[src/rtl/core_pkg.sv]
// Shared definitions for the ARM-subset core: ALU command codes, field widths
// and the bubble value of the decoded control bundle.
package core_pkg;

  localparam logic [3:0] EXE_NOP = 4'b0000;
  localparam logic [3:0] EXE_MOV = 4'b0001;
  localparam logic [3:0] EXE_ADD = 4'b0010;
  localparam logic [3:0] EXE_ADC = 4'b0011;
  localparam logic [3:0] EXE_SUB = 4'b0100;
  localparam logic [3:0] EXE_SBC = 4'b0101;
  localparam logic [3:0] EXE_AND = 4'b0110;
  localparam logic [3:0] EXE_ORR = 4'b0111;
  localparam logic [3:0] EXE_EOR = 4'b1000;
  localparam logic [3:0] EXE_MVN = 4'b1001;

  localparam int unsigned SHIFT_OP_W = 12;
  localparam int unsigned IMM24_W    = 24;
  localparam int unsigned REG_ADDR_W = 4;

  typedef struct packed {
    logic       valid;
    logic       wb_en;
    logic       mem_read;
    logic       mem_write;
    logic       branch;
    logic       s;
    logic [3:0] exe_cmd;
  } ctrl_t;

  localparam int unsigned CTRL_W = $bits(ctrl_t);

  localparam ctrl_t BUBBLE = '{
    valid:     1'b0,
    wb_en:     1'b0,
    mem_read:  1'b0,
    mem_write: 1'b0,
    branch:    1'b0,
    s:         1'b0,
    exe_cmd:   EXE_NOP
  };

  function automatic logic mem_conflict(input logic rd, input logic wr);
    return rd & wr;
  endfunction

endpackage

[src/rtl/pipe_field_reg.sv]
// Generic pipeline field register with hold > clear > load priority and
// asynchronous active-low reset to zero.
module pipe_field_reg #(
  parameter int unsigned        WIDTH   = 8,
  parameter logic [WIDTH-1:0]   CLR_VAL = '0
) (
  input  logic             clk,
  input  logic             rst_n,
  input  logic             load,
  input  logic             clear,
  input  logic             hold,
  input  logic [WIDTH-1:0] din,
  output logic [WIDTH-1:0] dout
);

  logic [WIDTH-1:0] val_q, val_d;

  always_comb begin
    val_d = val_q;
    if (!hold) begin
      if (clear) begin
        val_d = CLR_VAL;
      end else if (load) begin
        val_d = din;
      end
    end
  end

  always_ff @(posedge clk or negedge rst_n) begin
    if (!rst_n) begin
      val_q <= '0;
    end else begin
      val_q <= val_d;
    end
  end

  assign dout = val_q;

endmodule

[src/rtl/id_exe_stage_reg.sv]
// ID/EXE pipeline register with freeze, flush and hazard-bubble handling.
// Define STAGE_PERF_CNT_EN to build the saturating bubble/flush counters.
module id_exe_stage_reg
  import core_pkg::*;
#(
  parameter int unsigned DATA_W = 32,
  parameter int unsigned CNT_W  = 16
) (
  input  logic                  clk,
  input  logic                  rst_n,
  input  logic                  freeze_in,
  input  logic                  flush_in,
  input  logic                  hazard_in,
  input  logic                  valid_in,
  input  logic                  wb_en_in,
  input  logic                  mem_read_in,
  input  logic                  mem_write_in,
  input  logic                  branch_in,
  input  logic                  s_in,
  input  logic [3:0]            exe_cmd_in,
  input  logic [DATA_W-1:0]     pc_in,
  input  logic [DATA_W-1:0]     val_rn_in,
  input  logic [DATA_W-1:0]     val_rm_in,
  input  logic                  imm_in,
  input  logic [SHIFT_OP_W-1:0] shift_operand_in,
  input  logic [IMM24_W-1:0]    signed_imm24_in,
  input  logic [REG_ADDR_W-1:0] dest_in,
  input  logic                  carry_in,
  output logic                  valid_out,
  output logic                  wb_en_out,
  output logic                  mem_read_out,
  output logic                  mem_write_out,
  output logic                  branch_out,
  output logic                  s_out,
  output logic [3:0]            exe_cmd_out,
  output logic [DATA_W-1:0]     pc_out,
  output logic [DATA_W-1:0]     val_rn_out,
  output logic [DATA_W-1:0]     val_rm_out,
  output logic                  imm_out,
  output logic [SHIFT_OP_W-1:0] shift_operand_out,
  output logic [IMM24_W-1:0]    signed_imm24_out,
  output logic [REG_ADDR_W-1:0] dest_out,
  output logic                  carry_out,
  output logic [CNT_W-1:0]      bubble_cnt_out,
  output logic [CNT_W-1:0]      flush_cnt_out
);

  localparam int unsigned DATA_BUNDLE_W =
      3 * DATA_W + 1 + SHIFT_OP_W + IMM24_W + REG_ADDR_W + 1;

  ctrl_t                     ctrl_in, ctrl_q;
  logic [DATA_BUNDLE_W-1:0]  data_in, data_q;
  logic                      stage_bubble;
  logic                      ctrl_clear;

  // Flush and hazard both squash the whole slot; an invalid ID slot only
  // squashes control so stray operand values never reach a write-back.
  assign stage_bubble = flush_in | hazard_in;
  assign ctrl_clear   = stage_bubble | ~valid_in;

  assign ctrl_in = '{
    valid:     valid_in,
    wb_en:     wb_en_in,
    mem_read:  mem_read_in,
    mem_write: mem_write_in,
    branch:    branch_in,
    s:         s_in,
    exe_cmd:   exe_cmd_in
  };

  assign data_in = {pc_in, val_rn_in, val_rm_in, imm_in, shift_operand_in,
                    signed_imm24_in, dest_in, carry_in};

  pipe_field_reg #(
    .WIDTH   (CTRL_W),
    .CLR_VAL (BUBBLE)
  ) u_ctrl_reg (
    .clk   (clk),
    .rst_n (rst_n),
    .load  (1'b1),
    .clear (ctrl_clear),
    .hold  (freeze_in),
    .din   (ctrl_in),
    .dout  (ctrl_q)
  );

  pipe_field_reg #(
    .WIDTH   (DATA_BUNDLE_W),
    .CLR_VAL ('0)
  ) u_data_reg (
    .clk   (clk),
    .rst_n (rst_n),
    .load  (1'b1),
    .clear (stage_bubble),
    .hold  (freeze_in),
    .din   (data_in),
    .dout  (data_q)
  );

  assign valid_out     = ctrl_q.valid;
  assign wb_en_out     = ctrl_q.wb_en;
  assign mem_read_out  = ctrl_q.mem_read;
  assign mem_write_out = ctrl_q.mem_write;
  assign branch_out    = ctrl_q.branch;
  assign s_out         = ctrl_q.s;
  assign exe_cmd_out   = ctrl_q.exe_cmd;

  assign {pc_out, val_rn_out, val_rm_out, imm_out, shift_operand_out,
          signed_imm24_out, dest_out, carry_out} = data_q;

`ifdef STAGE_PERF_CNT_EN
  logic             bubble_evt, flush_evt;
  logic [CNT_W-1:0] bubble_cnt_q, bubble_cnt_d;
  logic [CNT_W-1:0] flush_cnt_q, flush_cnt_d;

  // Flush has priority, so a flushed edge never counts as a hazard bubble.
  assign flush_evt  = ~freeze_in & flush_in;
  assign bubble_evt = ~freeze_in & ~flush_in & (hazard_in | ~valid_in);

  always_comb begin
    bubble_cnt_d = bubble_cnt_q;
    flush_cnt_d  = flush_cnt_q;
    if (bubble_evt && (bubble_cnt_q != '1)) begin
      bubble_cnt_d = bubble_cnt_q + CNT_W'(1);
    end
    if (flush_evt && (flush_cnt_q != '1)) begin
      flush_cnt_d = flush_cnt_q + CNT_W'(1);
    end
  end

  always_ff @(posedge clk or negedge rst_n) begin
    if (!rst_n) begin
      bubble_cnt_q <= '0;
      flush_cnt_q  <= '0;
    end else begin
      bubble_cnt_q <= bubble_cnt_d;
      flush_cnt_q  <= flush_cnt_d;
    end
  end

  assign bubble_cnt_out = bubble_cnt_q;
  assign flush_cnt_out  = flush_cnt_q;
`else
  assign bubble_cnt_out = '0;
  assign flush_cnt_out  = '0;
`endif

  // The decoder never issues a valid instruction that both reads and writes memory.
  mem_excl_a : assert property (@(posedge clk) disable iff (!rst_n)
      !(~freeze_in & ~stage_bubble & valid_in & mem_conflict(mem_read_in, mem_write_in)));

endmodule

[config.mk]
export PLATFORM = sky130hd
export DESIGN_NAME = id_exe_stage_reg
export DESIGN_NICKNAME = d
export VERILOG_FILES = /design/src/rtl/core_pkg.sv /design/src/rtl/pipe_field_reg.sv /design/src/rtl/id_exe_stage_reg.sv
export SDC_FILE = /design/constraint.sdc
export NUM_CORES = 1
export LEC_CHECK = 0
export BUFFER_PORTS_ARGS = -buffer_cell sky130_fd_sc_hd__buf_2
export CAP_MARGIN = 0
export CORE_AREA = 2 2 130 132
export CTS_CLUSTER_SIZE = 40
export DETAILED_ROUTE_END_ITERATION = 6
export DIE_AREA = 0 0 132 134
export PLACE_DENSITY = 0.83
export SETUP_SLACK_MARGIN = 0.02
export SYNTH_ARGS = -nofsm -noshare
export SYNTH_HDL_FRONTEND = slang
export SYNTH_SLANG_ARGS = --single-unit
[constraint.sdc]
create_clock -name clk -period 1 [get_ports clk]
set_input_delay 0.15 -clock clk [delete_from_list [all_inputs] [get_ports clk]]
set_output_delay 0.15 -clock clk [all_outputs]
set_load 0.005 [all_outputs]
-- Word level (Yosys, flattened, before mapping)
Index checks and enable logic that the tools add are counted.
- flip-flop bits (word level): 148
- input port bits: 153
- logic and storage cells: 7
- muxes and demuxes: 2
- bitwise operators: 3
- operators with widths (kind ; count):
    2-to-1 mux 138 bit ; 1
    2-to-1 mux 10 bit ; 1
    OR 1 bit ; 2
    NOT 1 bit ; 1

-- Depth between registers and ports, before layout
- depth after elaboration: 3
- depth in mapped cells: 5

-- By module
Synthesis repeated with hierarchy kept, for this count alone.
- cell total of the unflattened synthesis: 857
- area, all modules: 8186.6 um^2
- modules (own cells, without submodules) (module ; instances ; cells an instance ; area an instance (um^2) ; sequential area each (um^2)):
    pipe_field_reg at u_data_reg ; 1 ; 765 ; 7333.3 ; 3453.3
    pipe_field_reg at u_ctrl_reg ; 1 ; 56 ; 590.6 ; 250.2
    id_exe_stage_reg ; 1 ; 36 ; 262.8 ; 0.0

-- Worst setup path before layout
No wires, ideal clock.
- path kind: input port to flip-flop
- from: input port hazard_in
- to: register u_data_reg.val_q[112] (netlist: u_data_reg.dout[112])
- setup time: 0.076 ns
- arrival time: 0.811 ns
- required time: 0.924 ns
- path slack: 0.112 ns
- stages on the path: 4
- buffers on the path: 2
- cells stage by stage: or2_4 buf_4 buf_4 o21ai_1
- cells in the longest elaborated chain, start to end: 2
- RTL lines (element ; RTL line ; RTL):
    start, declared ; id_exe_stage_reg.sv:13 ; input logic hazard_in,
    OR 1 bit ; id_exe_stage_reg.sv:58 ; assign stage_bubble = flush_in | hazard_in;
    2-to-1 mux 138 bit ; pipe_field_reg.sv:21 ; if (clear) begin
    end signal, assigned ; pipe_field_reg.sv:33 ; val_q <= val_d;
    end, declared ; pipe_field_reg.sv:16 ; logic [WIDTH-1:0] val_q, val_d;
Every way passes these cells.
A chain may end at the register's enable or synchronous reset.

-- Final worst setup path
- from: register u_data_reg.val_q[37] (netlist: u_data_reg.dout[37])
- to: output port shift_operand_out[8]
- RTL lines (element ; RTL line ; RTL):
    end, declared ; id_exe_stage_reg.sv:40 ; output logic [SHIFT_OP_W-1:0] shift_operand_out,
No word-level cell between the ends.

==> run summary <==
The run finished, with violations left. The checks that failed: negative setup slack. The floorplan die height came out at approximately 130 µm.

The internal portion of total power is 11.9 mW. The worst path setup slack after routing came out at -0.122 ns. The worst hold path begins at val_rm_in[23]. Across all layers, the routed design uses between 6,000 and 7,000 vias. In the final layout, the multi-input gates occupy between 2000 and 2500 µm².

OpenSTA, run right after detailed placement, puts the worst setup slack at -0.0928 ns. The worst register-to-register path begins at u_ctrl_reg.dout[8]$_DFFE_PN0N_. The sequential share of the synthesized area is 0.570.

The met3 track demand over resource is 0.0586. The number of H-tree branching levels is 4. The floorplan die area is 17,700 µm². The signal on the critical path passes through buf_2.

The smallest hold slack is 0.00857 ns. The longest individual stage delay on the worst path came out at 0.42 ns. Setup repair after global routing could not meet its margin everywhere. The synthesized area came out at between 6000 and 7000 µm². The mean number of vias per cell is approximately 4.8.

The finished cells cover 10,700 µm². The clock period minus worst slack is between 1 and 1.5 ns. The global-route usage over all layers came out at 0.241.

The busiest layer in global routing is met2. The pin count of the biggest net entering global routing came out at 64. The share of total power dissipated in sequential elements is 0.416.

The number of buffers created by CTS came out at 17. The arrival time of the worst setup path is slightly below 1 ns. The tightest min-delay check is of the in -> reg type. The number of setup violations in the final report is around 150. The clock net sink count is about 150. The buffer cell driving the clock tree root is clkbuf_16. For this run, the number of Yosys warnings is 0. The tool flagged a number of max-cap violations equal to 0. The first routing iteration left roughly 310 violations. The kind of capture point of the worst setup path is an output port. The final sum of negative setup slack came out at -9.58 ns. Leaving out fill and tap cells, the most frequent cell in the layout is buf_2. The net load switching power is around 3.8 mW. The total power consumption of the routed design is approximately 16 mW.

Ranked by total cell area, the synthesized netlist is headed by dfrtp_1 (57%), nand2b_1 (13%), nand2_1 (8.0%). The top fanout value on the critical path is 2. The endpoint identified for the worst register-to-register timing path is u_ctrl_reg.dout[8]$_DFFE_PN0N_.

The share of cells above drive strength 1 came out at 0.385. The required time of the critical path came out at 0.85 ns. The total count of max-transition violations in the final report came out at 0.

TritonCTS built the clock tree. The layout overhead on the synthesized area came out at 64.2%. The first global-routing pass estimated around 34,000 µm of wire. The width of the die came out at ~130 µm. The largest clock skew in the final design came out at 0 ns. The area taken by flip-flops and latches is approximately 3700 µm². The worst-case IR drop observed on VDD is between 0.001 and 0.0015 V. The type of element launching the critical path is a flip-flop. The critical path starts at u_data_reg.dout[37]$_DFFE_PN0N_. The register clock-pin slew on the reported worst setup and hold paths is around 0.060 ns. The number of antenna violations at the first check in global routing is 0. The aggregate global routing overflow came out at 0. The first-pass iteration count of the detailed router is 5. The HPWL after detailed placement is roughly 13,000 µm. The achievable frequency came out at approximately 890 MHz. The period utilization is 1.12. The master of the slowest instance on the critical path is dfrtp_1.

The switching power share of the total came out at 0.241. The cell row count came out at between 40 and 50. The worst register-to-register path has a setup slack of about 0.04 ns. The weighted congestion reported at the end of routability-driven placement is between 0.7 and 0.8. The flip-flop and latch count after synthesis came out at around 150. The worst setup path endpoint is shift_operand_out[8]. The final standard cell utilization of the core is 0.654. The count of filler cells inserted in the layout is ~1,200. The number of nets in the final layout came out at approximately 1,300. The top-area cell type share of the netlist area came out at 0.570.

The average wire per standard cell is 16.1 µm. The number of buffers between clock root and the deepest sink came out at 2. On the critical path the largest part of the delay comes from flip-flops. Dividing total power by cell area gives a power density of roughly 1500 nW/µm². The clock network latency to the later pin of the worst-skew pair is about 0.40 ns. The number of buffers and inverters on the critical path is 1. The final hold violation count is 0. The cell count of the worst reg-to-reg path came out at 3. The post-detailed-route count of antenna-violating nets is 0.

The number of global-route vias before repair came to between 6,000 and 7,000. The path length in cells of the critical path came out at 1. The effective utilization at floorplan came out at 0.399.

The clock share of power is 0.426. The combinational group share of total power came out at 0.158. The final cell count without fillers came out at approximately 1,400. For this run, global-route usage on met2 was measured as 0.423. The count of unique library cells instantiated by Yosys came out at 15. The met1 track demand over resource in global routing is 0.277.

In this run the mean area of a mapped cell was between 9 and 10 µm². The number of placed instances with taps included is ~1,200. The cell count after synthesis is between 600 and 700. The setup path with the least slack is of type reg -> out. After detailed routing, the total wire length is 22,600 µm. Pin placement for this block handled 333 I/O pins. The total leakage power is about 5.6 nW. The most area-hungry cell type in the Yosys netlist is dfrtp_1. The number of buffer cells added on primary ports is 300.

The DRC violations left is 0. The library cells used most frequently in the layout, excluding fill and tap cells, are buf_2 (296), dfrtp_1 (148), nand2b_1 (138), nand2_1 (138), buf_4 (114). The core area is 16,300 µm².

Summing all placed instances gives a cell area of ~8200 µm².
[what timing repair did]
action | in CTS | in global routing
hold buffers | 112 | 0
buffers inserted | 41 | 54
resized for setup | 4 | 0
endpoints found under the hold margin | 259 | 0
endpoints found under the setup margin | 148 | 148
[logic make-up after synthesis]
logic type	Yosys count	synth area share
buf+inv	79	0.0840
other cells	1	0.000578
simple gates	287	0.225
mux	1	0.00173
compound gates	147	0.119
flops	148	0.570
[Yosys cell counts]
cell,number
dfrtp_1,148
nand2_1,138
nand2b_1,138
o21ai_1,103
buf_4,48
o21ai_0,35
buf_2,19
a22o_1,9
nor2b_1,9
buf_6,6
clkbuf_1,6
conb_1,1
mux2_2,1
nor3b_2,1
or2_4,1
[layout make-up]
cell class,instances,area share
Clock inverter,12,0.0167
Timing Repair Buffer,536,0.347
Tap cell,220,0.0258
Multi-Input combinational cell,467,0.221
Clock buffer,20,0.0410
Sequential cell,148,0.347
Antenna cell,1,0.000235
[how the worst min path moves through the flow]
stage / end / slack (ns) / depth (start not counted)
floorplan: u_ctrl_reg.dout[0]$_DFFE_PN0N_ / -0.15 / 0
detailed placement: u_data_reg.dout[102]$_DFFE_PN0N_ / 0.05 / 1
global placement: u_data_reg.dout[74]$_DFFE_PN0N_ / 0.05 / 1
finish: u_data_reg.dout[65]$_DFFE_PN0N_ / 0.009 / 3
global route: u_data_reg.dout[11]$_DFFE_PN0N_ / 0.01 / 3
CTS: u_data_reg.dout[79]$_DFFE_PN0N_ / 0.0001 / 3
[flip-flops by register name, indices dropped and copies added, names as in the netlist]
register / cells
u_ctrl_reg.dout: 10
u_data_reg.dout: 138
[power by group through the flow]
stage	clock, mW	combinational [mW]	sequential [mW]
2_1_floorplan	0	0.801	6.61
3_3_place_gp	0	1.69	6.58
3_5_place_dp	0	1.74	6.58
4_1_cts	6.80	2.21	6.48
5_1_grt	7.09	2.69	6.52
6_report	6.67	2.47	6.50
[worst reg2reg max path: stages, from the launching register on]
cell     delay (ns)
dfrtp_1        0.38
buf_4          0.13
buf_4          0.12
a22o_1         0.22
[metal layers]
layer,routed length [µm],share of wire,vias up
li1,-,-,3083
met1,8650,0.38,3157
met2,11500,0.51,366
met3,1710,0.075,72
met4,793,0.035,0
met5,0,0,-
(Power assumes the default switching activity.)
